`src/rtl/audio_pkg.sv`:
```
// Shared audio types, FSM encoding and accumulator sizing for the RC mixer.
package audio_pkg;

  typedef logic signed [15:0] sample_t;

  typedef enum logic [1:0] {
    IDLE   = 2'd0,
    ACC_IN = 2'd1,
    ACC_FB = 2'd2
  } mix_state_e;

  // Headroom for the weighted sum of all channels plus one sign bit for the feedback difference.
  function automatic int acc_width(input int in_w, input int channels, input logic [31:0] shifts);
    int sum;
    sum = 0;
    for (int i = 0; i < channels; i++) begin
      sum += (1 << shifts[i*4 +: 4]);
    end
    return in_w + $clog2(sum) + 1;
  endfunction

endpackage

```
`src/rtl/rc_mixer_n_sat_trunc.sv`:
```
// Width reduction of the mixer output: clamp with clip flag when RC_MIXER_SAT_EN
// is defined, otherwise two's-complement wrap with clip tied low.
module sat_trunc #(
  parameter int IN_W  = 21,
  parameter int OUT_W = 16
) (
  input  logic signed [IN_W-1:0]  din,
  output logic signed [OUT_W-1:0] dout,
  output logic                    clip
);

  if (IN_W <= OUT_W) begin : g_widen
    assign dout = OUT_W'(din);
    assign clip = 1'b0;
  end else begin : g_narrow
`ifdef RC_MIXER_SAT_EN
    // Returns {clip, value}; in range when all bits above the output sign agree.
    function automatic logic [OUT_W:0] saturate(input logic signed [IN_W-1:0] v);
      logic [IN_W-OUT_W:0] hi;
      hi = v[IN_W-1:OUT_W-1];
      if (&hi || ~|hi) return {1'b0, v[OUT_W-1:0]};
      return {1'b1, v[IN_W-1], {(OUT_W-1){~v[IN_W-1]}}};
    endfunction

    assign {clip, dout} = saturate(din);
`else
    logic unused_hi;
    assign unused_hi = ^din[IN_W-1:OUT_W];
    assign dout      = din[OUT_W-1:0];
    assign clip      = 1'b0;
`endif
  end

endmodule

```
`src/rtl/rc_mixer_n.sv`:
```
// N-channel weighted mixer with forward-Euler RC low-pass, one shared adder,
// one weighted term per cycle. Output saturation selected by RC_MIXER_SAT_EN.
module rc_mixer_n
  import audio_pkg::*;
#(
  parameter int                       CHANNELS     = 3,
  parameter int                       IN_W         = 16,
  parameter int                       OUT_W        = 16,
  parameter logic [CHANNELS-1:0][3:0] WEIGHT_SHIFT = {4'd1, 4'd0, 4'd0},
  parameter int                       DELTA_SHIFT  = 7,
  parameter int                       OUT_SHIFT    = 2
) (
  input  logic                     clk,
  input  logic                     rst_n,
  input  logic                     sample_en,
  input  logic [CHANNELS*IN_W-1:0] sound_in,
  output logic signed [OUT_W-1:0]  sound_out,
  output logic                     busy,
  output logic                     clip,
  output logic                     overrun
);

  localparam int ACC_W  = acc_width(IN_W, CHANNELS, 32'(WEIGHT_SHIFT));
  localparam int FULL_W = ACC_W + OUT_SHIFT;
  localparam int IDX_W  = (CHANNELS > 1) ? $clog2(CHANNELS) : 1;
  localparam logic [IDX_W-1:0] LAST = IDX_W'(CHANNELS - 1);

  mix_state_e cur, nxt;
  logic                     accept;
  logic [IDX_W-1:0]         idx;
  logic signed [ACC_W-1:0]  state, slope, state_nxt;
  logic signed [ACC_W-1:0]  snap [CHANNELS];
  logic signed [ACC_W-1:0]  operand, term, acc_sum;
  logic [3:0]               wsh;
  logic signed [FULL_W-1:0] full;
  logic signed [OUT_W-1:0]  sat_out;
  logic                     sat_clip;

  always_ff @(posedge clk or negedge rst_n) begin
    if (!rst_n) cur <= IDLE;
    else        cur <= nxt;
  end

  always_comb begin
    nxt = cur;
    case (cur)
      IDLE:    if (sample_en)   nxt = ACC_IN;
      ACC_IN:  if (idx == LAST) nxt = ACC_FB;
      ACC_FB:  if (idx == LAST) nxt = IDLE;
      default: nxt = IDLE;
    endcase
  end

  always_comb begin
    busy   = (cur != IDLE);
    accept = (cur == IDLE) && sample_en;
  end

  // Shared adder: input terms add, feedback terms (current state) subtract.
  always_comb begin
    operand = state;
    wsh     = 4'd0;
    for (int i = 0; i < CHANNELS; i++) begin
      if (idx == IDX_W'(i)) begin
        wsh = WEIGHT_SHIFT[i];
        if (cur == ACC_IN) operand = snap[i];
      end
    end
    term    = operand <<< wsh;
    acc_sum = (cur == ACC_IN) ? (slope + term) : (slope - term);
  end

  assign state_nxt = state + (slope >>> DELTA_SHIFT);
  assign full      = FULL_W'(state_nxt) <<< OUT_SHIFT;

  sat_trunc #(
    .IN_W  (FULL_W),
    .OUT_W (OUT_W)
  ) u_sat (
    .din  (full),
    .dout (sat_out),
    .clip (sat_clip)
  );

  always_ff @(posedge clk or negedge rst_n) begin
    if (!rst_n) begin
      state     <= '0;
      slope     <= '0;
      idx       <= '0;
      sound_out <= '0;
      clip      <= 1'b0;
      overrun   <= 1'b0;
      for (int i = 0; i < CHANNELS; i++) snap[i] <= '0;
    end else begin
      if (sample_en && busy) overrun <= 1'b1;
      case (cur)
        IDLE: begin
          if (accept) begin
            state     <= state_nxt;
            slope     <= '0;
            idx       <= '0;
            sound_out <= sat_out;
            clip      <= sat_clip;
            for (int i = 0; i < CHANNELS; i++) begin
              snap[i] <= ACC_W'($signed(sound_in[i*IN_W +: IN_W]));
            end
          end
        end
        ACC_IN, ACC_FB: begin
          slope <= acc_sum;
          idx   <= (idx == LAST) ? '0 : idx + 1'b1;
        end
        default: ;
      endcase
    end
  end

endmodule

```
`config.mk`:
```
export PLATFORM = sky130hd
export DESIGN_NAME = rc_mixer_n
export DESIGN_NICKNAME = d
export VERILOG_FILES = /design/src/rtl/audio_pkg.sv /design/src/rtl/rc_mixer_n_sat_trunc.sv /design/src/rtl/rc_mixer_n.sv
export SDC_FILE = /design/constraint.sdc
export NUM_CORES = 1
export LEC_CHECK = 0
export CAP_MARGIN = 20
export CELL_PAD_IN_SITES_DETAIL_PLACEMENT = 1
export CELL_PAD_IN_SITES_GLOBAL_PLACEMENT = 1
export CORE_MARGIN = 4
export CORE_UTILIZATION = 40
export CTS_CLUSTER_SIZE = 40
export DETAILED_ROUTE_END_ITERATION = 8
export PLACE_DENSITY = 0.82
export SYNTH_ARGS = -nofsm -noshare
export SYNTH_HDL_FRONTEND = slang
export SYNTH_SLANG_ARGS = --single-unit
export TNS_END_PERCENT = 10
```
`constraint.sdc`:
```
create_clock -name clk -period 11.75 [get_ports clk]
set_input_delay 2.35 -clock clk [delete_from_list [all_inputs] [get_ports clk]]
set_output_delay 2.35 -clock clk [all_outputs]
set_load 0.01 [all_outputs]
```
==> impl_metrics.csv <==
group,metric,value,unit
outcome,status,"complete, no violations",
finish,num_antenna_cells,0,
routing,drt-total-wl,19700,um
global_route,track_usage,21.5,%
global_route,grt_max_degree,89,
die,die_x,138,um
place,detailed_place.area,7390,um^2
worst_setup_path,path_buf_inv,4,
place,dp_hpwl,14700,um
finish,multi_input_area,4060,um^2
clock_network,clock_latency,360,ps
clock_network,cts_hold_buffers,0,
synthesis,synth_edf_count,0,
sta,grt_setup_unrepaired,"false",
worst_setup_path,crit_path_top_delay_cell,"buf_4",
synthesis,avgSynthCellArea,9.45,um^2
clock_network,cts-resized-gates,0,
sta,skew,8.79,ps
clock_network,post-cts-setup-buffers,0,
finish,area_growth,14.2,%
clock_network,numClockSinks,91,
sta,period_share,47.8,%
die,die_h,138,um
finish,drive_gt1_share,12.9,%
synthesis,ys_warn_count,0,
synthesis,synthTopCellsByArea,"dfrtp_1, mux2_2, ha_1, o21ai_0, nand2_1",
synthesis,yosysTopAreaCell,"dfrtp_1",
synthesis,ys_seq_area_share,33.9,%
routing,avgViaCountPerCell,5.77,
worst_setup_path,cp_max_fo,72,
sta,hold_violations,0,
global_route,grt_antenna_before_repair,1,
sta,finalSetupTns,0,ps
routing,drtAntennaViolNets,0,
die,core,16500,um^2
worst_hold_path,hp-class,"reg -> reg",
routing,drtPass1Iterations,5,
clock_network,h-tree-depth,3,
routing,drc,0,
global_route,grt-ovfl-total,0,
routing,wl_per_cell,20.3,um
synthesis,syn-cell-area,6730,um^2
finish,stdcell_area,7680,um^2
finish,fin_nets,841,
clock_network,clk_pin_slew,70,ps
place,numPortBuffers,66,
sta,fmax,0.178,GHz
die,die_area,19000,um^2
die,ios,70,
worst_setup_path,cp_cell_sequence,"inv_1, ha_2, buf_4, nand2b_1, o32ai_1, a21o_1, a2bb2oi_1, ha_1, inv_1, a211oi_2, and2_1, nor2_1, xnor2_1, ha_1, o211a_1, a211oi_1, inv_1, a32o_1, or4_1, a311o_1, xnor2_1, a21oi_1, o22ai_1",
run,cap_violations,0,
synthesis,synth_cells,712,
die,initial_core_util,40.7,%
worst_setup_path,cpLargestDelayFamily,"compound AO/OA/AOI/OAI gates",
global_route,grt_pass1_wl,31700,um
finish,nFillCells,1885,
worst_setup_path,cp_slowest_stage_delay,580,ps
worst_setup_path,worstSetupEndpointType,"flip-flop",
routing,vias,5611,
synthesis,synth_top_area_share,33.9,%
worst_setup_path,path_common_cell,"inv_1",
sta,tightest_slew,1050,ps
worst_setup_path,worstPathRequired,11990,ps
global_route,grt_pass1_vias,6028,
synthesis,ys_dominant_reg_cell,"dfrtp_1",
sta,setup_viol,0,
routing,drt_iter0_drc,339,
place,place_congestion,0.911,
synthesis,synth_cell_types,87,
worst_setup_path,setup.worst_path.start_class,"flip-flop",
clock_network,cts_tree,"done",
synthesis,synth-seq-cells,91,
clock_network,cts-buffers-inserted,9,
clock_network,clk_path_buf_depth,2,
worst_setup_path,critical_path_class,"reg -> reg",
clock_network,cts_root_buffer,"clkbuf_16",
finish,seqCellArea,2280,um^2
sta,min_period,5610,ps
worst_setup_path,regToRegSetupSlack,6140,ps
die,row_count,47,
synthesis,async_flop_share,100,%
sta,slew_violations,0,
worst_setup_path,cp.arrival,5850,ps
sta,max_slew_margin,30.0,%
[kinds of logic after synthesis]
group | after synthesis | share of synthesized area [%]
DFF | 91 | 33.9
buffers and inverters | 70 | 5.99
muxes | 63 | 10.4
and+or+nand+nor | 202 | 15.6
adders and majority gates | 43 | 8.22
xor gates and xnor gates | 45 | 5.97
AOI/OAI and AO/OA | 197 | 19.9
other | 1 | 0.0558
[metal layers]
layer | vias to the layer above | wire, um | track usage [%] | share of wire [%]
met1 | 2826 | 8980 | 27.8 | 46
met3 | 21 | 776 | 3.83 | 3.9
met2 | 115 | 9630 | 36.8 | 49
li1 | 2649 | - | - | -
met5 | - | 0 | 0 | 0
met4 | 0 | 316 | 6.26 | 1.6
[cell type report]
type	count	area share [%]
clock buffers	9	2.93
clock inverters	7	0.782
inverters	20	0.978
multi-input cells	553	52.9
flip-flops and latches	91	29.7
well taps	220	3.58
repair buffers	72	9.16
[cell usage in the layout (no fill, tap or decap), drive strengths merged, types with 7 or more instances in the layout]
cell type      netlist  layout
xor2                24      24
nor3b                8       8
nand2               75      75
a21o                16      16
buf                 38       7
a211oi               8       8
mux2i               10      10
nor3                 9       9
and3                 9       9
nand2b              18      18
clkbuf              12       9
o21ai               62      62
clkdlybuf4s50        0      65
nor2b                7       7
nand3               13      13
nor2                29      29
ha                  41      41
xnor2               21      21
dfrtp               91      91
a21oi               41      41
inv                 20      23
mux2                53      53
[stage by stage]
step	worst slack, ps	hold slack, ps	utilization, %	instances
final	6140	478	46.5	972
after global routing	5700	496	46.5	972
after global placement	6380	468	44.7	956
after detailed placement	6220	475	44.7	956
after CTS	6170	492	46.5	972
after floorplan	7310	456	-	714
[final timing paths]
kind / cells past startpoint / to / startpoint
setup / recovery: 23 / slope[18]$_DFFE_PN0P_ / cur[1]$_DFFE_PN0P_
min in group asynchronous: 1 / snap[45]$_DFFE_PN0P_ / rst_n
hold / removal: 1 / overrun$_DFFE_PN0P_ / overrun$_DFFE_PN0P_
setup reg to reg: 23 / slope[18]$_DFFE_PN0P_ / cur[1]$_DFFE_PN0P_
max in group asynchronous: 2 / snap[13]$_DFFE_PN0P_ / rst_n
hold reg to reg: 1 / overrun$_DFFE_PN0P_ / overrun$_DFFE_PN0P_
[synthesized netlist by cell type, types with 6 or more instances]
library cell  number
o22ai_1            6
buf_6              7
nand3b_1           6
nor3b_1            8
nor2b_1            6
and2_1             6
nand3_1           13
dfrtp_1           91
ha_1              41
xor2_1            24
nor3_1             8
mux2i_1           10
o21ai_0           61
nor2_1            29
nand2b_1          18
a21o_1            16
nand2_1           75
a211oi_1           7
clkbuf_1          12
and3_1             9
buf_4             22
mux2_2            51
a21oi_1           41
inv_1             19
xnor2_1           20
[state kept, by name (all words and copies together), names as in the netlist]
name     cells
cur          2
slope       19
state       19
idx          2
overrun      1
snap        48
[worst register-to-register path: stages (launching register included)]
cell and delay (ps):
dfrtp_1 390, inv_1 130, ha_2 180, buf_4 580, nand2b_1 350, o32ai_1 300, a21o_1 160, a2bb2oi_1 240
ha_1 210, inv_1 70, a211oi_2 260, and2_1 230, nor2_1 80, xnor2_1 170, ha_1 330, o211a_1 130
a211oi_1 200, inv_1 90, a32o_1 280, or4_1 440, a311o_1 300, xnor2_1 140, a21oi_1 160, o22ai_1 90
Power is left out: the tool's default activity adds up to more than one toggle a clock period on the data nets, which glitch-free logic cannot reach.
